### config.mk
export PLATFORM = sky130hd
export DESIGN_NAME = hex_entry
export DESIGN_NICKNAME = d
export VERILOG_FILES = /design/src/rtl/hex_entry.sv
export SDC_FILE = /design/constraint.sdc
export NUM_CORES = 1
export LEC_CHECK = 0
export BUFFER_PORTS_ARGS = -buffer_cell sky130_fd_sc_hd__buf_2
export CAP_MARGIN = 20
export CORE_MARGIN = 2
export CORE_UTILIZATION = 32
export DETAILED_ROUTE_END_ITERATION = 10
export PLACE_DENSITY = 0.51
export SETUP_SLACK_MARGIN = 0.1
export SLEW_MARGIN = 20
export SYNTH_ARGS = -nofsm -noshare
export SYNTH_HDL_FRONTEND = slang
export SYNTH_SLANG_ARGS = --single-unit
### constraint.sdc
create_clock -name clk -period 2.1 [get_ports clk]
set_input_delay 0.105 -clock clk [delete_from_list [all_inputs] [get_ports clk]]
set_output_delay 0.105 -clock clk [all_outputs]
set_load 0.01 [all_outputs]
### src/rtl/hex_entry.sv
// rtl/hex_entry.sv - hex digit entry: key sync/debounce, shift-in entry register, commit strobe
module hex_entry #(
    parameter int DEBOUNCE_CYCLES = 4,
    parameter int CNT_W           = 20
) (
    input  logic        clk,
    input  logic        reset,
    input  logic [3:0]  sw,
    input  logic        key_enter,
    input  logic        key_clear,
    input  logic        key_commit,
    output logic [31:0] data_out,
    output logic        load,
    output logic [31:0] entry,
    output logic [3:0]  digit_cnt,
    output logic        full
);

    localparam logic [CNT_W-1:0] CNT_MAX = CNT_W'(DEBOUNCE_CYCLES - 1);
    localparam int K_ENTER  = 0;
    localparam int K_CLEAR  = 1;
    localparam int K_COMMIT = 2;

    typedef enum logic [1:0] {
        EMPTY,
        PARTIAL,
        FULL_ST
    } state_t;

    logic [3:0]       sw_s1, sw_s2;
    logic [2:0]       key_s1, key_s2;
    logic [2:0]       db, db_d, press;
    logic [CNT_W-1:0] cnt [3];

    state_t           state_q, state_d;
    logic [31:0]      entry_d, data_d;
    logic [3:0]       digit_cnt_d;
    logic             load_d;

    always_ff @(posedge clk) begin
        if (reset) begin
            sw_s1  <= '0;
            sw_s2  <= '0;
            key_s1 <= '0;
            key_s2 <= '0;
            db     <= '0;
            db_d   <= '0;
            press  <= '0;
            for (int i = 0; i < 3; i++) cnt[i] <= '0;
        end else begin
            sw_s1  <= sw;
            sw_s2  <= sw_s1;
            key_s1 <= {key_commit, key_clear, key_enter};
            key_s2 <= key_s1;
            db_d   <= db;
            // Registered rising edge of the debounced level: one pulse per accepted press.
            press  <= db & ~db_d;
            for (int i = 0; i < 3; i++) begin
                if (key_s2[i] == db[i]) begin
                    cnt[i] <= '0;
                end else if (cnt[i] == CNT_MAX) begin
                    db[i]  <= key_s2[i];
                    cnt[i] <= '0;
                end else begin
                    cnt[i] <= cnt[i] + 1'b1;
                end
            end
        end
    end

    // Clear outranks commit, which outranks enter; losers are dropped.
    always_comb begin
        state_d     = state_q;
        entry_d     = entry;
        digit_cnt_d = digit_cnt;
        data_d      = data_out;
        load_d      = 1'b0;
        if (press[K_CLEAR]) begin
            entry_d     = '0;
            digit_cnt_d = '0;
            state_d     = EMPTY;
        end else if (press[K_COMMIT]) begin
            if (state_q != EMPTY) begin
                data_d      = entry;
                load_d      = 1'b1;
                entry_d     = '0;
                digit_cnt_d = '0;
                state_d     = EMPTY;
            end
        end else if (press[K_ENTER]) begin
            if (state_q != FULL_ST) begin
                entry_d     = {entry[27:0], sw_s2};
                digit_cnt_d = digit_cnt + 4'd1;
                state_d     = (digit_cnt == 4'd7) ? FULL_ST : PARTIAL;
            end
        end
    end

    always_ff @(posedge clk) begin
        if (reset) begin
            state_q   <= EMPTY;
            entry     <= '0;
            digit_cnt <= '0;
            full      <= 1'b0;
            data_out  <= '0;
            load      <= 1'b0;
        end else begin
            state_q   <= state_d;
            entry     <= entry_d;
            digit_cnt <= digit_cnt_d;
            full      <= (digit_cnt_d == 4'd8);
            data_out  <= data_d;
            load      <= load_d;
        end
    end

endmodule
==> results by group <==
Logic synthesis
  – Simple-gate share of the synthesized area: 0.233
  – Synth Area in XOR/XNOR: 0.0617
  – Synth warn: 0
  – Post-Syn Area per Cell: 9.66 sq um
  – Top_reg_cell synth: dfxtp_1
  – Synth Area in Adders: 0.00767
  – Post-synthesis cell type count: 45
  – Synth top area share: 0.291
  – Synth Area in Compound Gates: 0.0939
  – Yosys reg bits: 155
  – Synth cell count leaders: 102 x nor2_1, 95 x dfxtp_1, 94 x nand2_1
  – Post-synthesis mux area share: 0.00632
  – Mapped Cells: 676
  – Most frequent cell after synthesis: nor2_1
  – Synth Cell Area: 0.00653 sq mm
  – Cell accounting for the most synthesized area: dfxtp_1
  – Post-synth EDFFs: 60
  – Synth async-reset ratio: 0
  – Area contributors post-synth: dfxtp_1 29%, edfxtp_1 28%, nor2_1 5.9%
  – Main combinational cell family by area after synthesis: simple AND/OR/NAND/NOR gates
  – Register area share after synthesis: 0.567

Detailed routing
  – Routed length per placed instance: 13.0 microns
  – Vias: 5057
  – Drt total wl: 14400 microns
  – # DRC: 0
  – Routed Antenna Nets: 0
  – Pre-antenna DRT Iters: 4
  – Via/cell ratio: 4.56
  – DRT iter0 DRCs: 392

Floorplanning
  – Die X: 147 microns
  – Die Y: 147 microns
  – Initial Util: 0.325
  – DIE AREA: 0.0216 sq mm
  – Core area: 0.0201 sq mm
  – Row count: 52
  – Num ports: 79

Worst setup path
  – Reg-to-Reg Start: cnt[1][4]
  – Crit end category: register
  – Crit Path Max Fanout: 7
  – R2R depth: 4
  – Setup crit start kind: register
  – R2R setup slack: 0.22 ns
  – Worst R2R End: cnt[1][19]
  – Critical path type: register to register
  – Crit path DAT: 2.15 ns
  – Critical path required time: 2.38 ns

STA
  – Final Hold Violating Endpoints: 0
  – PnR worst setup slack: 0.225 ns
  – Max-slew violation count: 0
  – Max Clock Skew: 0.0174 ns
  – Fmax: 533 MHz
  – Minimum clock period: 1.88 ns
  – Tcrit/Tclk final: 0.893
  – Final setup fails: 0
  – Post-route setup TNS: 0 ns
  – RSZ-0062 raised after global routing: yes

Hold path
  – Worst min-delay path class: primary input to register
  – Worst hold start: reset
  – Min-Delay Path Depth: 2
  – Hold path endpoint: sw_s1[3]

Power and ir drop
  – Total chip power: 0.00665 W
  – Leak: 3.10 nW
  – PwrDens: 805 mW/mm^2
  – Peak supply drop: 0.579 mV

CTS
  – CTS buffer count: 17
  – Clock transition at path regs: 0.07 ns
  – CTS tree: yes
  – Root Buffer: clkbuf_16
  – H-tree levels: 4
  – CTS sink cnt: 155
  – Clock latency on the worst-skew pair: 0.43 ns
  – Clock buffer depth: 2

Placement
  – Pre-CTS WS: 0.179 ns
  – Final HPWL DP: 9820 microns
  – Placer Congestion: 0.766
  – Dpl cell area: 0.00749 sq mm
  – Input/output buffers: 78

Global route
  – Global-route wire length before repair: 24400 microns
  – Gr usage total: 0.140
  – Largest net degree at the start of global routing: 36
  – GRT overflow: 0
  – Vias in the first global route: 4819
  – Initial antenna violation count: 0

Status
  – Outcome: complete, no violations

Final layout
  – Antenna cells: 0
  – Fraction of layout cells with a size suffix above 1: 0.178
  – Design area: 0.00825 sq mm
  – Area Overhead vs Synth: 26.4%
  – Nets@finish: 839

Flow run
  – Max Cap Viol: 0
==> placed cells by master, fill, tap and decap left out, drive strengths merged, types with 2 or more instances in the layout <==
| master | count |
|---|---|
| nor2 | 102 |
| nand4 | 20 |
| xnor2 | 33 |
| inv | 25 |
| dlygate4sd3 | 7 |
| nor2b | 15 |
| nor4b | 3 |
| or3 | 6 |
| clkinv | 5 |
| a31o | 2 |
| o21ai | 13 |
| a22oi | 33 |
| ha | 4 |
| conb | 60 |
| nand2b | 7 |
| a21oi | 47 |
| nand4b | 3 |
| clkbuf | 17 |
| or4 | 4 |
| and4 | 3 |
| nor4 | 19 |
| nand2 | 94 |
| nor3 | 12 |
| buf | 101 |
| nand3 | 16 |
| or2 | 2 |
| dfxtp | 95 |
| mux2i | 3 |
| edfxtp | 60 |
| xor2 | 13 |
| and3 | 5 |
==> how the worst max path moves through the flow <==
stage / cells past startpoint / end / start / slack, ns
after global placement: 5 / db[2] / cnt[2][0] / 0.20
after detailed placement: 5 / db[2] / cnt[2][0] / 0.18
final: 4 / cnt[1][19] / cnt[1][4] / 0.22
after global routing: 5 / db[2] / cnt[2][0] / 0.08
after floorplan: 5 / cnt[0][18] / cnt[0][0] / 0.30
after CTS: 5 / db[2] / cnt[2][0] / 0.16
==> power breakdown <==
group          total (W)  internal, W  switching, W
clock network    0.00321      0.00167       0.00155
registers        0.00325      0.00318     0.0000696
logic           0.000181    0.0000789      0.000102
==> sequential cells by signal, summed over array words and instances, names as in the netlist <==
name and count:
data_out 32, sw_s2 4, sw_s1 4, state_q 2, full 1, key_s1 3
cnt 60, key_s2 3, digit_cnt 4, press 3, entry 32, load 1
db 3, db_d 3
==> final cells by class <==
type | count | area, sq um
clock buffers | 17 | 425
clock inverters | 15 | 211
fillers | 1992 | 11900
inverters | 15 | 56.3
multi-input cells | 529 | 2870
flip-flops and latches | 155 | 3700
well taps | 270 | 338
repair buffers | 108 | 653
==> routing by layer <==
metal  share of wire  global-route usage  routed length [microns]
met2            0.45               0.213                     6520
met4           0.014              0.0515                      200
met5               0                   0                        0
met3           0.044              0.0404                      633
met1            0.49               0.190                     7030
==> per-stage QoR <==
stage / cells / utilization / hold slack [ns]
floorplan: 735 / - / 0.233
global placement: 1064 / 0.372 / 0.318
detailed placement: 1064 / 0.372 / 0.317
CTS: 1103 / 0.408 / 0.101
global route: 1109 / 0.411 / 0.121
finish: 1109 / 0.411 / 0.0885
==> what timing repair did <==
action                                 CTS  global route
setup endpoints to repair                0            34
hold buffers                             7             0
endpoints found under the hold margin    7             0
buffers inserted                         0             6
resized for setup                        0             3
==> worst max-delay path, stage by stage, from the launching register on <==
cell,delay (ns)
edfxtp_1,0.50
nand4_4,0.17
or4_4,0.60
or3_1,0.32
a21oi_1,0.14
==> cell families after synthesis <==
kind of cell | Yosys count
simple gates | 314
flops | 155
compound gates | 101
buf+inv | 51
xor+xnor | 46
fa+ha+maj | 4
mux | 4
other cells | 1
Power figures use the tool's default switching activity.
